<file path="src/rtl/alu_arbiter.sv">
// Two-requester front end sharing a single ALU: round-robin grant, one
// transaction in flight, result held until the owning requester takes it.
//
// state | meaning
// ------+--------------------------------------------------------------
// IDLE  | no transaction; winner of the arbitration is accepted this cycle
// EXEC  | ALU is evaluated from the captured operands; result is registered
// RESP  | result is presented to the owner until its rsp_ready is high

module alu #(
   parameter int data_len = 4
) (
   input  logic [data_len-1:0] a,
   input  logic [data_len-1:0] b,
   input  logic [2:0]          func,
   output logic [data_len-1:0] y
);

   always_comb begin
      y = '0;
      case (func)
         3'b000:  y = a + b;
         3'b001:  y = a - b;
         3'b010:  y = ~a;
         3'b011:  y = a & b;
         3'b100:  y = a | b;
         3'b101:  y = a ^ b;
         3'b110:  y[0] = ($signed(a) < $signed(b));
         default: y[0] = (a == b);
      endcase
   end

endmodule

module alu_arbiter #(
   parameter int data_len = 4
) (
   input  logic                clk,
   input  logic                rst,
   input  logic                req0_valid,
   input  logic                req1_valid,
   output logic                req0_ready,
   output logic                req1_ready,
   input  logic [data_len-1:0] req0_a,
   input  logic [data_len-1:0] req1_a,
   input  logic [data_len-1:0] req0_b,
   input  logic [data_len-1:0] req1_b,
   input  logic [2:0]          req0_func,
   input  logic [2:0]          req1_func,
   output logic                rsp0_valid,
   output logic                rsp1_valid,
   input  logic                rsp0_ready,
   input  logic                rsp1_ready,
   output logic [data_len-1:0] rsp0_result,
   output logic [data_len-1:0] rsp1_result,
   output logic                busy,
   output logic                grant_id
);

   typedef enum logic [1:0] {IDLE, EXEC, RESP} state_t;

   state_t              state_q, state_d;
   logic                last_q;
   logic [data_len-1:0] cap_a, cap_b, res_q, alu_y;
   logic [2:0]          cap_func;
   logic                cap_id;
   logic                accept, win_id, owner_ready;

   alu #(.data_len(data_len)) u_alu (
      .a    (cap_a),
      .b    (cap_b),
      .func (cap_func),
      .y    (alu_y)
   );

   assign owner_ready = cap_id ? rsp1_ready : rsp0_ready;

   always_comb begin
      state_d    = state_q;
      req0_ready = 1'b0;
      req1_ready = 1'b0;
      accept     = 1'b0;
      win_id     = 1'b0;
      case (state_q)
         IDLE: begin
            // On a tie the requester not granted last time wins.
            if (req0_valid && req1_valid) win_id = ~last_q;
            else                          win_id = req1_valid;
            if (req0_valid || req1_valid) begin
               accept     = 1'b1;
               req0_ready = ~win_id;
               req1_ready = win_id;
               state_d    = EXEC;
            end
         end
         EXEC:    state_d = RESP;
         RESP:    if (owner_ready) state_d = IDLE;
         default: state_d = IDLE;
      endcase
   end

   always_ff @(posedge clk) begin
      if (rst) begin
         state_q  <= IDLE;
         last_q   <= 1'b1;
         cap_a    <= '0;
         cap_b    <= '0;
         cap_func <= '0;
         cap_id   <= 1'b0;
         res_q    <= '0;
      end else begin
         state_q <= state_d;
         if (accept) begin
            cap_a    <= win_id ? req1_a    : req0_a;
            cap_b    <= win_id ? req1_b    : req0_b;
            cap_func <= win_id ? req1_func : req0_func;
            cap_id   <= win_id;
            last_q   <= win_id;
         end
         if (state_q == EXEC) res_q <= alu_y;
      end
   end

   assign busy        = (state_q != IDLE);
   assign grant_id    = busy & cap_id;
   assign rsp0_valid  = (state_q == RESP) & ~cap_id;
   assign rsp1_valid  = (state_q == RESP) &  cap_id;
   assign rsp0_result = rsp0_valid ? res_q : '0;
   assign rsp1_result = rsp1_valid ? res_q : '0;

endmodule

</file>
<file path="config.mk">
export PLATFORM = sky130hd
export DESIGN_NAME = alu_arbiter
export DESIGN_NICKNAME = d
export VERILOG_FILES = /design/src/rtl/alu_arbiter.sv
export SDC_FILE = /design/constraint.sdc
export NUM_CORES = 1
export LEC_CHECK = 0
export ABC_AREA = 1
export BUFFER_PORTS_ARGS = -buffer_cell sky130_fd_sc_hd__buf_2
export CORE_MARGIN = 3
export CORE_UTILIZATION = 56
export DETAILED_ROUTE_END_ITERATION = 7
export PLACE_DENSITY = 0.86
export RECOVER_POWER = 25
export SETUP_SLACK_MARGIN = 0.02
export SLEW_MARGIN = 20
export SYNTH_ARGS = -nofsm -noshare
export SYNTH_HDL_FRONTEND = slang
export SYNTH_SLANG_ARGS = --single-unit
</file>
<file path="constraint.sdc">
create_clock -name clk -period 4.15 [get_ports clk]
set_input_delay 0.6225 -clock clk [delete_from_list [all_inputs] [get_ports clk]]
set_output_delay 0.6225 -clock clk [all_outputs]
set_load 0.005 [all_outputs]
</file>
==> results of run 1 <==
[cells in the final DEF (no fill, tap or decap)]
cell type                    n
sky130_fd_sc_hd__inv_1      22
sky130_fd_sc_hd__o31ai_1     1
sky130_fd_sc_hd__nor2_4      1
sky130_fd_sc_hd__o21ai_1    12
sky130_fd_sc_hd__nand3_2     2
sky130_fd_sc_hd__nor3_2      2
sky130_fd_sc_hd__nor3_1      2
sky130_fd_sc_hd__nand3b_1    1
sky130_fd_sc_hd__a211oi_1    1
sky130_fd_sc_hd__clkbuf_1    2
sky130_fd_sc_hd__xor2_1      1
sky130_fd_sc_hd__nand2_2     1
sky130_fd_sc_hd__clkbuf_4    3
sky130_fd_sc_hd__nor4_1      1
sky130_fd_sc_hd__o211ai_1    1
sky130_fd_sc_hd__a21boi_2    1
sky130_fd_sc_hd__fa_1        2
sky130_fd_sc_hd__buf_2      40
sky130_fd_sc_hd__inv_2      10
sky130_fd_sc_hd__nor2_1     35
sky130_fd_sc_hd__xnor2_1     1
sky130_fd_sc_hd__nand3_1     9
sky130_fd_sc_hd__o211ai_2    1
sky130_fd_sc_hd__dfxtp_1    19
sky130_fd_sc_hd__nor2_2     10
sky130_fd_sc_hd__o22ai_1     4
sky130_fd_sc_hd__a21oi_1    20
sky130_fd_sc_hd__nand2_1    25
sky130_fd_sc_hd__ha_1       12
sky130_fd_sc_hd__o21ai_0     5
sky130_fd_sc_hd__o2bb2ai_1   1
sky130_fd_sc_hd__or2_0       1
sky130_fd_sc_hd__nand4_1     3
[per-layer routing]
metal | vias to the layer above | GRT usage [%] | part of all wire [%]
li1 | 768 | - | -
met1 | 636 | 28.2 | 46
met2 | 57 | 31.5 | 45
met3 | 7 | 2.94 | 6.8
met4 | 0 | 8.28 | 2.0
met5 | - | 0 | 0
[cells in the mapped netlist (2+ instances only)]
| master | number | area, um^2 |
|---|---|---|
| sky130_fd_sc_hd__nor2_1 | 35 | 131 |
| sky130_fd_sc_hd__nand2_1 | 25 | 93.8 |
| sky130_fd_sc_hd__inv_1 | 21 | 78.8 |
| sky130_fd_sc_hd__a21oi_1 | 20 | 100 |
| sky130_fd_sc_hd__dfxtp_1 | 19 | 380 |
| sky130_fd_sc_hd__o21ai_1 | 16 | 80.1 |
| sky130_fd_sc_hd__ha_1 | 12 | 150 |
| sky130_fd_sc_hd__inv_2 | 11 | 41.3 |
| sky130_fd_sc_hd__nor2_2 | 10 | 62.6 |
| sky130_fd_sc_hd__nand3_1 | 9 | 45.0 |
| sky130_fd_sc_hd__o22ai_1 | 4 | 25.0 |
| sky130_fd_sc_hd__buf_2 | 3 | 15.0 |
| sky130_fd_sc_hd__nand4_1 | 3 | 18.8 |
| sky130_fd_sc_hd__buf_4 | 2 | 15.0 |
| sky130_fd_sc_hd__clkbuf_1 | 2 | 7.51 |
| sky130_fd_sc_hd__fa_1 | 2 | 40.0 |
| sky130_fd_sc_hd__nand3_2 | 2 | 20.0 |
| sky130_fd_sc_hd__nor3_1 | 2 | 10.0 |
| sky130_fd_sc_hd__nor3_2 | 2 | 20.0 |
[worst max-delay path: stages]
cell                     delay [ns]
sky130_fd_sc_hd__buf_2         0.10
sky130_fd_sc_hd__nor2_1        0.12
sky130_fd_sc_hd__nor2_2        0.05
sky130_fd_sc_hd__inv_1         0.49
sky130_fd_sc_hd__nor2_1        0.07
sky130_fd_sc_hd__buf_2         0.15
[logic make-up after synthesis]
family / Yosys count
adder cells (fa/ha/maj): 14
flip-flops: 19
AO/OA/AOI/OAI: 47
buffers and inverters: 41
AND/OR/NAND/NOR: 93
XOR/XNOR: 2
[registers in the layout, indices dropped and copies added, names as in the netlist]
name,cells
cap_a,4
cap_b,4
cap_func,3
cap_id,1
last_q,1
res_q,4
state_q,2
[where the power goes]
part	switching, mW	internal [mW]
Clock	0.0588	0.0375
Combinational	0.116	0.0809
Sequential	0.0260	0.202
Total	0.201	0.321
[metrics by stage]
| stage | hold WS (ns) | cell area [um^2] | util, % |
|---|---|---|---|
| 2_1_floorplan | 0.444 | 1480 | - |
| 5_1_grt | 0.509 | 1680 | 67.2 |
| 6_report | 0.478 | 1680 | 67.2 |
| 4_1_cts | 0.480 | 1680 | 67.3 |
| 3_5_place_dp | 0.464 | 1660 | 66.2 |
| 3_3_place_gp | 0.455 | 1660 | 66.2 |
[layout make-up]
class | count | area, um^2
sequential | 19 | 380
fill | 225 | 820
timing repair buffer | 41 | 204
multi-input combinational | 156 | 912
inverter | 32 | 120
tap | 30 | 37.5
clock buffer | 4 | 26.3
[path summary, 6_finish.rpt]
check	to	slack, ns	depth (start not counted)
setup / recovery	req0_ready	1.92	6
hold / removal	res_q[3]	0.48	2
setup reg to reg	res_q[0]	2.44	8
hold reg to reg	res_q[3]	0.48	2
==> impl.org, run 1 <==
** Power and ir drop
- Power spread over the standard cell area amounts to approximately 310 mW/mm^2.
- Total power :: between 500 and 600 uW
- Worst IR Drop VDD :: 287 uV
- The analysis attributes to cell leakage a power of a little under 0.8 nW.

** Clock tree
- In this run, post-CTS hold repair placed 0 buffers.
- Clock net sink count :: 19
- Depth of the CTS H-tree :: 1
- TritonCTS built the clock tree.
- Number of buffers between clock root and the deepest sink :: 2
- In this run, post-CTS repair resized a total of 0 instances.
- Root buffer cell :: sky130_fd_sc_hd__clkbuf_4
- The clock reaches the later pin of the worst-skew pair after 0.30 ns.
- Setup Buffers After CTS :: 0
- Clock transition at the register clock pins on the worst setup and hold paths after CTS :: 0.10 ns
- TritonCTS created 3 clock buffers.

** Status
- The flow ran to the end, and the final reports show no timing, DRC or antenna violations.

** Drt
- DRT Pass-1 Iters :: 4
- In this run the remaining antenna-violating nets after routing total 0.
- In this run, the number of DRC markers left after iteration 0 of detailed routing was 60.
- Dividing the detail-routed via count by the number of cells gives 5.21.
- Final Routed Wirelength :: 3170 um
- Routed wirelength normalized by instance count :: roughly 11 um
- Drt drc :: 0
- Via count :: 1468

** Synthesis
- The synthesized netlist devotes around 30% of its cell area to simple gates.
- Of all flip-flops after synthesis, the portion carrying an async set or reset was 0%.
- Adder-Cell Fraction of Synth Area :: 12.8%
- Synthesis handed over a netlist of 216 instances.
- Yosys mapped the design onto 35 distinct sky130hd cell types.
- Xor/xnor cell area share of the yosys netlist :: under 10%
- During synthesis, Yosys emitted a total of 0 warnings.
- Multiplexer fraction of the synthesized cell area :: 0%
- Largest family of logic cells by synthesized area :: simple AND/OR/NAND/NOR gates
- The share of the Yosys chip area taken by registers is 25.7%.
- Number of synthesized flops with an enable pin :: 0
- Total nets after synthesis :: ~260
- The average instance in the mapped netlist occupies 6.86 um^2.
- Summing the areas of all compound-gate instances in the mapped netlist gives 17.9% of the synthesized area.
- Synthesis-stage register bit count :: 19
- In the synthesized netlist the dominant register cell turns out to be sky130_fd_sc_hd__dfxtp_1.
- Synthesized cell area :: between 0.001 and 0.0015 mm^2

** Setup path
- The startpoint identified for the worst register-to-register timing path is cap_a[1].
- Classification of the worst setup path :: in -> out
- Maximum net fanout on the critical path :: 26
- Critical path startpoint :: req1_valid
- Critical path required time :: 3.53 ns
- STA classifies the critical path startpoint as an input port.
- The worst setup path is captured at an output pin.
- For the worst setup path, the data arrival time is 1.60 ns.

** Cells and area
- The area growth from synthesis to layout is 13.4%.
- Layout Cells excl Fill :: 282
- Final net count :: 295
- In the final layout, the share of cells above drive strength 1 is 28.2%.
- Antenna Cells :: 0

** Global route
- Grt ovf :: 0
- Maximum number of pins on one net before global-route repair :: 27
- Vias in the first global route :: 1217
- The initial antenna violation count was 0.
- Wire length of the first global-routing pass :: 5360 um
- Across every metal layer, demand over resource in global routing totals between 20 and 25%.

** Placed design
- Detailed placement finished with a half-perimeter wire length of 2560 um.
- Final estimated routing congestion in global placement :: 0.899
- Port buffering added 41 buffers.
- Placed cells :: 278
- Worst slack at placement :: 2.00 ns

** Floorplan
- I/O pin total :: 42
- DIE HEIGHT :: approximately 57 um
- Area of the die :: 0.00330 mm^2
- Core footprint :: between 0.002 and 0.0025 mm^2
- Initial Util :: 59.3%
- Row cnt :: 18
- The die is 57.4 um wide.

** STA
- Setup violations remaining at the end of the flow were counted as 0.
- Fmax :: ~450 MHz
- Max-slew headroom :: a little over half
- After layout, the minimum clock period comes to about 2.2 ns.
- Setup repair after global routing missed its margin :: no
- Period utilisation layout :: a little over half
- Post-route setup TNS :: 0 ns
- The number of failing hold endpoints at the final stage was 0.
- The total count of max-transition violations in the final report is 0.
- Final clock skew :: 0.00340 ns
- In the post-route analysis, the smallest setup slack over all paths is 1.92 ns.
- Slew @ Worst Pin :: between 0.6 and 0.7 ns

** Min path
- The worst hold path begins at res_q[3].
- Hold WC Path Type :: reg -> reg

** Job
- # Max-Cap Violations :: 0
No activity file was read; power rests on OpenSTA's default activity.
==> inputs of run 2 (changes only) <==
Settings changed: CORE_UTILIZATION 56 to 52, PLACE_DENSITY 0.86 to 0.81.
Clock period 4.15 ns to 2.1 ns, I/O delays scaled along.
==> run 2 against run 1 <==
Compared with the run above: combinational power increased by 100%; sequential cell count unchanged; non-clock buffer count is 1 higher; routed wire length down 0.73%; first-iteration DRC count fell by 30%; core utilization decreased by 2.3 points; sequential share of layout area hardly changed; register-to-register slack worse by 2.0 ns; sequential power up 96%; critical path type is now reg -> out; largest cell class unchanged; largest power group unchanged; highest routed layer unchanged.
==> impl.org, run 2 (synthesis gave the netlist of run 1 again) <==
** Drt
- The routed layout has 1448 vias.
- Starting DRC count in detailed routing :: 42
- After detailed routing, the number of vias per cell comes to 5.12.
- Routed wirelength normalized by instance count :: 11.1 um
- Once detail routing completed, the nets flagged for antenna violations numbered 0.
- Drt drc :: 0
- DRT Pass-1 Iters :: 4
- Final Routed Wirelength :: 3140 um

** Floorplan
- In this run the vertical extent of the chip is 59.4 um.
- Row cnt :: 18
- Once the floorplan was initialized, standard cells occupied between 50 and 60% of the core.
- In this run the count of I/O pins placed on the die edge is 42.
- From left edge to right edge, the die measures approximately 59 um.
- Core footprint :: 0.00259 mm^2
- The die covers 0.00353 mm^2.

** Cells and area
- Core utilization of the finished layout :: 64.9%
- From synthesis to final layout, the design area changed by 13.5%.
- Area of all placed cells without fillers :: 0.00168 mm^2
- Regs by FF count :: cap_a x4, cap_b x4, res_q x4
- Fill cell total of the finished layout :: 249
- In the final design database the tool counted 296 nets.
- The library cell used most frequently in the layout, excluding fill and tap cells, is sky130_fd_sc_hd__buf_2.
- The library cells used most frequently in the layout, excluding fill and tap cells, are 41 x sky130_fd_sc_hd__buf_2, 36 x sky130_fd_sc_hd__nor2_1, 25 x sky130_fd_sc_hd__nand2_1, 21 x sky130_fd_sc_hd__inv_1, 20 x sky130_fd_sc_hd__a21oi_1.
- Antenna Cells :: 0
- Of the cells placed in the final design, the portion with a size suffix greater than 1 is ~29%.

** Setup path
- Data arrives at the worst endpoint at 1.49 ns.
- Maximum net fanout on the critical path :: 26
- Critical path startpoint :: state_q[1]
- End of the worst register-to-register path :: res_q[0]
- Worst r2r path cells :: 9
- The worst setup path is captured at an output pin.
- Cell at the slowest stage of the critical path :: sky130_fd_sc_hd__dfxtp_1
- The largest single stage delay on the critical path is 0.35 ns.
- Walking the worst path, the cells encountered are nor2_1 > inv_2 > nor2_2 > inv_2 > nor2_1 > buf_2.
- Crit path launch type :: register
- The most critical setup path has its endpoint at req0_ready.
- Setup slack on the worst reg-to-reg path comes out at 0.42 ns.
- The startpoint identified for the worst register-to-register timing path is cap_a[0].
- Classification of the worst setup path :: reg -> out
- Critical path required time :: 1.78 ns

** Placed design
- At the end of routability-driven placement, the weighted congestion stood at 0.872.
- Once detailed placement completed, the half-perimeter wirelength came to ~2500 um.
- Before CTS, the worst setup slack after placement is about 0.47 ns.
- Number of port buffers :: 41
- Dpl cell area :: ~0.0017 mm^2

** STA
- For the pin with the worst max-slew slack, the measured transition is about 0.39 ns.
- Summed over all failing endpoints, the final setup total negative slack is 0 ns.
- Headroom to the max-slew limit came out at 74.0%.
- Final setup fails :: 0
- Post-layout worst setup margin :: a little under 0.3 ns
- Setup repair after global routing left no endpoint under its margin.
- The number of failing hold endpoints at the final stage is 0.
- The clock arrives with 0.00673 ns of skew.
- Timing would allow up to 555 MHz.
- Shortest period the worst path allows :: 1.80 ns
- The total count of max-transition violations in the final report came to 0.
- In the finished design, the share of the clock period the worst path needs comes to 85.8%.

** Power and ir drop
- Per report_power, the combinational group accounts for 38.1% of the total.
- Cell Int Power :: approximately 640 uW
- VDD sags by at most 406 uV.
- In this run the power density over the cells is 614 mW/mm^2.
- Sequential cell fraction of total power :: a little over two fifths
- Summed over all nets, the switching power comes to between 300 and 400 uW.
- For this design the static power due to leakage is roughly 0.8 nW.
- Relative contribution of the clock network to total power :: 18.6%
- Total power :: 1.03 mW
- Switching portion of total power :: 38.5%

** Clock tree
- Clock tree synthesis found a total of 19 sinks.
- Later-pin clock latency in the skew report :: 0.30 ns
- Clock tree from TritonCTS :: yes
- Root buffer cell :: sky130_fd_sc_hd__clkbuf_4
- Post-CTS timing repair inserted 0 buffers for setup.
- The clock passes through at most 2 buffers.
- Number of hold buffers added after cts :: 0
- CTS built an H-tree with a depth of 1.
- Clock-pin slew was measured on the worst setup and hold paths at around 0.11 ns.
- Clock buffers created by TritonCTS :: 3
- Number of gates resized after cts :: 0

** Global route
- Global routing consumed, over all layers together, between 10% and 20% of the routing resources.
- Grt ovf :: 0
- The first global-routing pass estimated 5210 um of wire.
- Initial antenna violation count :: 0
- Vias in the first global route :: 1246
- Maximum number of pins on one net before global-route repair :: 27

** Min path
- Hold WC Path Type :: in -> reg

** Status
- The flow ran to the end, and the final reports show no timing, DRC or antenna violations.

** Job
- # Max-Cap Violations :: 0
-- run 2: worst max-delay path: cells and delay by family (launching register included) --
family / cells / cell delay, ns
flip-flops: 1 / 0.35
AND/OR/NAND/NOR: 3 / 0.48
buffers and inverters: 3 / 0.36
-- run 2: per-layer routing --
layer,up-vias,wire (um),part of all wire (%),global-route usage (%)
met1,626,1530,49,25.6
met5,-,0,0,0
met4,0,35,1.1,5.83
met2,47,1370,44,31.5
li1,770,-,-,-
met3,5,205,6.5,2.61
-- run 2: final cells by class --
class | instances | area, um^2 | area share [%]
clock buffer | 4 | 26.3 | 1.56
inverter | 32 | 120 | 7.14
multi-input combinational | 156 | 905 | 53.8
sequential | 19 | 380 | 22.6
tap | 30 | 37.5 | 2.23
timing repair buffer | 42 | 213 | 12.6
-- run 2: power by group through the flow --
stage	clock network [mW]	logic, mW	registers (mW)
5_1_grt	0.206	0.451	0.456
6_report	0.192	0.394	0.447
4_1_cts	0.194	0.397	0.449
2_1_floorplan	0	0.326	0.442
3_5_place_dp	0	0.395	0.456
3_3_place_gp	0	0.392	0.455
-- run 2: through the flow --
stage	hold slack, ns	instances
after floorplan	0.444	216
after global placement	0.459	279
after detailed placement	0.457	279
after CTS	0.276	283
after global routing	0.294	283
final	0.276	283
-- run 2: worst min path at each step --
stage | from | to | slack (ns) | cells past startpoint
after global routing | req1_b[1] | cap_b[1] | 0.29 | 3
after detailed placement | res_q[3] | res_q[3] | 0.46 | 2
after global placement | res_q[3] | res_q[3] | 0.46 | 2
final | req1_b[1] | cap_b[1] | 0.28 | 3
after CTS | req1_func[1] | cap_func[1] | 0.28 | 3
after floorplan | res_q[3] | res_q[3] | 0.44 | 2
